==> src/rtl/nn_pkg.sv <==
// Shared types and constants for the neuron datapath: FSM state encoding and
// signed-range helpers used by the saturating adder.
package nn_pkg;

  typedef enum logic [1:0] {
    IDLE = 2'd0,
    ACC  = 2'd1,
    DONE = 2'd2
  } state_t;

  localparam int ACC_W_DEF = 21;

  // Bit patterns of the largest / smallest w-bit signed values, in the low w bits.
  function automatic logic [63:0] sat_max(input int w);
    return (64'd1 << (w - 1)) - 64'd1;
  endfunction

  function automatic logic [63:0] sat_min(input int w);
    return ~64'd0 << (w - 1);
  endfunction

endpackage

==> src/rtl/mac_accumulator_if.sv <==
// Term-input and result-output streams of the multiply-accumulate block.
interface mac_accumulator_if
  import nn_pkg::*;
#(
  parameter int DATA_W   = 8,
  parameter int WEIGHT_W = 8,
  parameter int ACC_W    = ACC_W_DEF
);
  // Handshake: a transfer happens on a rising clk edge where valid & ready are both 1.
  // While valid is 1 and ready is 0, the source holds its payload; the sink's ready
  // never depends combinationally on valid.
  logic                       in_valid;
  logic                       in_ready;
  logic signed [DATA_W-1:0]   data_in;
  logic signed [WEIGHT_W-1:0] weight_in;
  logic                       out_valid;
  logic                       out_ready;
  logic signed [ACC_W-1:0]    data_out;
  logic                       overflow;

  modport master (
    output in_valid, data_in, weight_in, out_ready,
    input  in_ready, out_valid, data_out, overflow
  );

  modport slave (
    input  in_valid, data_in, weight_in, out_ready,
    output in_ready, out_valid, data_out, overflow
  );

endinterface

==> src/rtl/mac_accumulator_sat_adder.sv <==
// Combinational signed W-bit adder with overflow detect; clamps to the signed
// range when SATURATE is set, otherwise wraps.
module sat_adder
  import nn_pkg::*;
#(
  parameter int W        = ACC_W_DEF,
  parameter bit SATURATE = 1'b1
) (
  input  logic signed [W-1:0] a,
  input  logic signed [W-1:0] b,
  output logic signed [W-1:0] sum,
  output logic                ovf
);

  localparam logic [63:0]        MAX64 = sat_max(W);
  localparam logic [63:0]        MIN64 = sat_min(W);
  localparam logic signed [W-1:0] MAX_V = MAX64[W-1:0];
  localparam logic signed [W-1:0] MIN_V = MIN64[W-1:0];

  logic [W:0] wide;

  assign wide = {a[W-1], a} + {b[W-1], b};

  // The two top bits of the W+1 bit sum disagree exactly when the result left W-bit range.
  always_comb begin
    ovf = wide[W] ^ wide[W-1];
    sum = wide[W-1:0];
    if (ovf && SATURATE) begin
      sum = wide[W] ? MIN_V : MAX_V;
    end
  end

endmodule

==> src/rtl/mac_accumulator.sv <==
// Single-neuron signed multiply-accumulate: bias preload, num_terms accepted
// products summed one per cycle, result held until the consumer takes it.
module mac_accumulator
  import nn_pkg::*;
#(
  parameter int DATA_W    = 8,
  parameter int WEIGHT_W  = 8,
  parameter int ACC_W     = ACC_W_DEF,
  parameter int MAX_TERMS = 64,
  parameter bit SATURATE  = 1'b1
) (
  input  logic                               clk,
  input  logic                               rst,
  input  logic                               clear,
  input  logic                               start,
  input  logic [$clog2(MAX_TERMS+1)-1:0]     num_terms,
  input  logic signed [ACC_W-1:0]            bias_in,
  output logic                               busy,
  output state_t                             dbg_state,
  mac_accumulator_if.slave                   io
);

  localparam int CNT_W  = $clog2(MAX_TERMS + 1);
  localparam int PROD_W = DATA_W + WEIGHT_W;
  localparam logic [CNT_W-1:0] MAX_CNT = CNT_W'(MAX_TERMS);

  state_t                    state_q, state_d;
  logic signed [ACC_W-1:0]   acc_q, acc_d;
  logic [CNT_W-1:0]          remaining_q, remaining_d;
  logic                      overflow_q, overflow_d;

  logic signed [PROD_W-1:0]  prod;
  logic signed [ACC_W-1:0]   prod_ext;
  logic signed [ACC_W-1:0]   sum;
  logic                      sum_ovf;
  logic                      accept;
  logic [CNT_W-1:0]          n_eff;

  // Operands are sign-extended to the product width first so the multiply is full precision.
  assign prod     = PROD_W'(io.data_in) * PROD_W'(io.weight_in);
  assign prod_ext = ACC_W'(prod);
  assign accept   = (state_q == ACC) && io.in_valid;
  assign n_eff    = (num_terms > MAX_CNT) ? MAX_CNT : num_terms;

  sat_adder #(
    .W        (ACC_W),
    .SATURATE (SATURATE)
  ) u_sat_adder (
    .a   (acc_q),
    .b   (prod_ext),
    .sum (sum),
    .ovf (sum_ovf)
  );

  always_ff @(posedge clk) begin
    if (rst) begin
      state_q     <= IDLE;
      acc_q       <= '0;
      remaining_q <= '0;
      overflow_q  <= 1'b0;
    end else begin
      state_q     <= state_d;
      acc_q       <= acc_d;
      remaining_q <= remaining_d;
      overflow_q  <= overflow_d;
    end
  end

  // A start arriving with out_ready in DONE is dropped: DONE only ever returns to IDLE.
  always_comb begin
    state_d     = state_q;
    acc_d       = acc_q;
    remaining_d = remaining_q;
    overflow_d  = overflow_q;
    if (clear) begin
      state_d     = IDLE;
      acc_d       = '0;
      remaining_d = '0;
      overflow_d  = 1'b0;
    end else begin
      case (state_q)
        IDLE: begin
          if (start) begin
            acc_d       = bias_in;
            remaining_d = n_eff;
            overflow_d  = 1'b0;
            state_d     = (n_eff == '0) ? DONE : ACC;
          end
        end
        ACC: begin
          if (accept) begin
            acc_d       = sum;
            overflow_d  = overflow_q | sum_ovf;
            remaining_d = remaining_q - CNT_W'(1);
            if (remaining_q == CNT_W'(1)) begin
              state_d = DONE;
            end
          end
        end
        DONE: begin
          if (io.out_ready) begin
            state_d = IDLE;
          end
        end
        default: state_d = IDLE;
      endcase
    end
  end

  always_comb begin
    io.in_ready  = (state_q == ACC);
    io.out_valid = (state_q == DONE);
    io.data_out  = acc_q;
    io.overflow  = overflow_q;
    busy         = (state_q != IDLE);
    dbg_state    = state_q;
  end

endmodule

==> src/flat_wrapper.sv <==
// flat-port wrapper written by rule: the top's interface ports become plain ports
module mac_accumulator_flat import nn_pkg::*;
#(
  parameter int DATA_W    = 8,
  parameter int WEIGHT_W  = 8,
  parameter int ACC_W     = ACC_W_DEF,
  parameter int MAX_TERMS = 64,
  parameter bit SATURATE  = 1'b1
)
  (clk, rst, clear, start, num_terms, bias_in, busy, dbg_state, io_in_valid, io_data_in, io_weight_in, io_out_ready, io_in_ready, io_out_valid, io_data_out, io_overflow);
  mac_accumulator_if #(.DATA_W(DATA_W), .WEIGHT_W(WEIGHT_W), .ACC_W(ACC_W)) io_i ();
  input  logic clk;
  input  logic rst;
  input  logic clear;
  input  logic start;
  input  logic [$clog2(MAX_TERMS+1)-1:0] num_terms;
  input  logic signed [ACC_W-1:0] bias_in;
  output logic busy;
  output state_t dbg_state;
  input wire logic [$bits(io_i.in_valid)-1:0] io_in_valid;
  input wire logic [$bits(io_i.data_in)-1:0] io_data_in;
  input wire logic [$bits(io_i.weight_in)-1:0] io_weight_in;
  input wire logic [$bits(io_i.out_ready)-1:0] io_out_ready;
  output wire logic [$bits(io_i.in_ready)-1:0] io_in_ready;
  output wire logic [$bits(io_i.out_valid)-1:0] io_out_valid;
  output wire logic [$bits(io_i.data_out)-1:0] io_data_out;
  output wire logic [$bits(io_i.overflow)-1:0] io_overflow;
  assign io_i.in_valid = io_in_valid;
  assign io_i.data_in = io_data_in;
  assign io_i.weight_in = io_weight_in;
  assign io_i.out_ready = io_out_ready;
  assign io_in_ready = io_i.in_ready;
  assign io_out_valid = io_i.out_valid;
  assign io_data_out = io_i.data_out;
  assign io_overflow = io_i.overflow;
  mac_accumulator #(.DATA_W(DATA_W), .WEIGHT_W(WEIGHT_W), .ACC_W(ACC_W), .MAX_TERMS(MAX_TERMS), .SATURATE(SATURATE)) u_core (.clk(clk), .rst(rst), .clear(clear), .start(start), .num_terms(num_terms), .bias_in(bias_in), .busy(busy), .dbg_state(dbg_state), .io(io_i));
endmodule
==> config.mk <==
export PLATFORM = sky130hd
export DESIGN_NAME = mac_accumulator_flat
export DESIGN_NICKNAME = d
export VERILOG_FILES = /design/src/rtl/nn_pkg.sv /design/src/rtl/mac_accumulator_if.sv /design/src/rtl/mac_accumulator_sat_adder.sv /design/src/rtl/mac_accumulator.sv /design/src/flat_wrapper.sv
export SDC_FILE = /design/constraint.sdc
export NUM_CORES = 1
export LEC_CHECK = 0
export BUFFER_PORTS_ARGS = -buffer_cell sky130_fd_sc_hd__clkbuf_2
export CAP_MARGIN = 10
export CORE_MARGIN = 3
export CORE_UTILIZATION = 40
export DETAILED_ROUTE_END_ITERATION = 12
export PLACE_DENSITY = 0.66
export SLEW_MARGIN = 15
export SYNTH_ARGS = -nofsm -noshare
export SYNTH_HDL_FRONTEND = slang
export SYNTH_SLANG_ARGS = --single-unit
==> constraint.sdc <==
create_clock -name clk -period 9.9 [get_ports clk]
set_input_delay 0.99 -clock clk [delete_from_list [all_inputs] [get_ports clk]]
set_output_delay 0.99 -clock clk [all_outputs]
set_load 0.005 [all_outputs]
==> impl_metrics.env <==
export IMPL_core_box_area_um2=13510
export IMPL_tightest_slew_ps=1025
export IMPL_crit_path_max_incr_delay_ps=800
export IMPL_timing_setup_critical_path_class="in -> reg"
export IMPL_synthesis_nets=822
export IMPL_grt_usage=0.1749
export IMPL_setup_viols_final=0
export IMPL_grt_pass1_vias=4680
export IMPL_irDropWorstVdd_mv=0.2476
export IMPL_insertedDiodeCount=0
export IMPL_final_period_utilization=0.6931
export IMPL_cp_max_fo=20
export IMPL_worst_setup_path_end_kind="register"
export IMPL_design_portCount=77
export IMPL_skew_ps=2.144
export IMPL_post_dp_hpwl_mm=11.63
export IMPL_tritoncts="yes"
export IMPL_r2r_start="u_core.io.data_out[4]"
export IMPL_yosys_area_top_type="sky130_fd_sc_hd__fa_1"
export IMPL_dominantRegCellSynth="sky130_fd_sc_hd__dfxtp_1"
export IMPL_critical_path_cell_chain="clkbuf_2 -> and2_1 -> inv_1 -> fa_1 -> inv_1 -> fa_1 -> fa_1 -> fa_1 -> fa_1 -> ha_1 -> a21oi_1 -> o22a_1 -> a21oi_1 -> a221oi_1 -> a21o_1 -> a22oi_1 -> o21ai_0"
export IMPL_drt_drc_violations_left=0
export IMPL_power_switching_share=0.5440
export IMPL_mean_area_per_synthesized_cell_um2=9.029
export IMPL_wl_per_cell_um=15.57
export IMPL_cts_hold_buffers=0
export IMPL_fp_row_count=42
export IMPL_die_x_um=124.7
export IMPL_final_period_minus_worst_setup_slack_ps=6862
export IMPL_final_hold_violation_count=0
export IMPL_startpoint_type="input port"
export IMPL_finish_net_count=885
export IMPL_yosys_warnings=0
export IMPL_synthToLayoutAreaGrowth_pct=11.46
export IMPL_gr_total_overflow=0
export IMPL_drtAntennaViolNets=0
export IMPL_clk_latency_ps=270
export IMPL_number_of_register_bits_inferred_by_synthesis=31
export IMPL_cts_path_max_buffers=2
export IMPL_synthCells=624
export IMPL_routed_via_count=4531
export IMPL_cell_mode_on_critical_path="sky130_fd_sc_hd__fa_1"
export IMPL_p_per_area_nw_per_um2=361.9
export IMPL_cts_reportedPaths_clkPinSlew_ps=50
export IMPL_totalWireLength_mm=13.45
export IMPL_multi_input_area_um2=4486
export IMPL_cp_top_family="adder cells"
export IMPL_fill_cells=1333
export IMPL_post_drt_via_cell_ratio=5.244
export IMPL_dieHeight_um=124.7
export IMPL_port_buffer_count=76
export IMPL_total_leakage_power_nw=3.111
export IMPL_p_clk_frac=0.070
export IMPL_post_synth_top_area_fraction=0.3411
export IMPL_final_layout_size_suffix_gt1_frac=0.1468
export IMPL_cts_htree_levels=2
export IMPL_min_delay_start="u_core.io.data_out[3]"
export IMPL_run_status="completed"
export IMPL_pwr_share_comb=0.859
export IMPL_finalCoreUtilization=0.4650
export IMPL_commonest_cells_after_routing_fill_and_taps_aside="sky130_fd_sc_hd__inv_1 (108), sky130_fd_sc_hd__fa_1 (96), sky130_fd_sc_hd__clkbuf_2 (76)"
export IMPL_startpoint="io_weight_in[0]"
export IMPL_number_of_enable_flip_flop_cells_after_synthesis=0
export IMPL_grt_start_max_net_pins=36
export IMPL_fp_dieArea_um2=15550
export IMPL_required_ps=10100
export IMPL_power_sequential_fraction=0.071
export IMPL_setup_repair_after_global_routing_missed_its_margin="false"
export IMPL_path_buf_inv=3
export IMPL_switching_power_mw=1.236
export IMPL_final_seq_area_um2=620.6
export IMPL_highest_achievable_clock_rate_ghz=0.1457
export IMPL_tritoncts_num_sinks=31
export IMPL_post_synth_instance_area_um2=5634
export IMPL_internal_power_mw=1.036
export IMPL_cpMaxStageDelayCell="sky130_fd_sc_hd__and2_1"
export IMPL_synth_distinct_cells=57
export IMPL_numCtsBuffers=5
export IMPL_cell_types_with_the_largest_area_share_after_synthesis="sky130_fd_sc_hd__fa_1 (34%), sky130_fd_sc_hd__ha_1 (12%), sky130_fd_sc_hd__dfxtp_1 (11%)"
export IMPL_drtPass1Iterations=4
export IMPL_report_final_slew_viol_count=0
export IMPL_ctsResizeCount=0
export IMPL_hold_path_class="reg -> reg"
export IMPL_maxCapViolCount=0
export IMPL_layout_cells_most_common="sky130_fd_sc_hd__inv_1"
export IMPL_buffers_inserted_by_post_cts_timing_repair=0
export IMPL_synth_async_sr_flop_share=0
export IMPL_first_pass_grt_wire_length_mm=22.92
export IMPL_fin_setup_tns_ps=0
export IMPL_timing_critical_path_arrival_ps=7060
export IMPL_initial_core_util=0.4172
export IMPL_place_congestion=0.8525
export IMPL_drt_initial_drc_count=208
export IMPL_cts_root_buf="sky130_fd_sc_hd__clkbuf_16"
export IMPL_timing_slew_headroom=0.3143
export IMPL_ys_seq_area_frac=0.1101
export IMPL_antenna_violations_before_repair=0
## power groups by stage
stage	combinational, mW	clock (mW)	sequential (mW)
detailed placement	1.95	0	0.165
global placement	1.91	0	0.164
finish	1.95	0.159	0.161
CTS	1.96	0.161	0.162
floorplan	1.64	0	0.156
global route	2.19	0.169	0.164
## worst reg2reg max path: cells and delay by family (launching register included)
kind	cells	cell delay, ps
AO/OA/AOI/OAI	7	2150
adder cells (fa/ha/maj)	7	2780
buffers and inverters	4	250
flip-flops	1	380
## cells in the mapped netlist, types with 11 or more instances
master and instances:
sky130_fd_sc_hd__inv_1 108, sky130_fd_sc_hd__fa_1 96, sky130_fd_sc_hd__nand2_1 60, sky130_fd_sc_hd__ha_1 52, sky130_fd_sc_hd__o21ai_0 37, sky130_fd_sc_hd__and2_1 35
sky130_fd_sc_hd__dfxtp_1 31, sky130_fd_sc_hd__a21oi_1 22, sky130_fd_sc_hd__nor2_1 20, sky130_fd_sc_hd__a21o_1 11, sky130_fd_sc_hd__clkbuf_1 11, sky130_fd_sc_hd__xnor2_1 11
## sequential cells by signal, indices dropped and copies added, names as in the netlist
register	flops
u_core.io.data_out	21
u_core.remaining_q	7
u_core.dbg_state	2
u_core.io.overflow	1
## final cells by class
type / count / share of cell area
inverters: 109 / 0.06515
well taps: 176 / 0.03507
flip-flops and latches: 31 / 0.09882
clock buffers: 8 / 0.02491
multi-input cells: 463 / 0.7143
repair buffers: 77 / 0.06177
## kinds of logic (layout without fill, tap and decap cells)
| kind of cell | Yosys count | in the layout | share of synthesized area |
|---|---|---|---|
| AO/OA/AOI/OAI | 139 | 139 | 0.1717 |
| XOR/XNOR | 18 | 18 | 0.02798 |
| adder cells (fa/ha/maj) | 148 | 148 | 0.4566 |
| buffers and inverters | 130 | 194 | 0.09371 |
| flip-flops | 31 | 31 | 0.1101 |
| AND/OR/NAND/NOR | 158 | 158 | 0.1399 |
## metal layers
metal	global-route usage	share of wire
met3	0.02487	0.034
met4	0.03288	0.015
met1	0.2402	0.46
met5	0	0
met2	0.2964	0.49
## through the flow
stage,cell area [um^2],hold WS [ps],worst slack (ps),cells,power (mW)
floorplan,5634,449.6,3636,624,1.796
global placement,6123,459.0,2840,856,2.078
detailed placement,6123,463.7,2707,856,2.111
CTS,6280,470.6,2982,864,2.286
global route,6280,493.0,2484,864,2.526
finish,6280,469.3,3038,864,2.273
## final timing paths
check                           slack, ps                      to  cells past startpoint
worst max-delay path                 3040  u_core.io.data_out[13]                     17
worst min-delay path                  470   u_core.io.data_out[3]                      2
worst max register to register       4280  u_core.io.data_out[13]                     18
worst min register to register        470   u_core.io.data_out[3]                      2
Note: power is estimated with default switching activity, not from simulation.
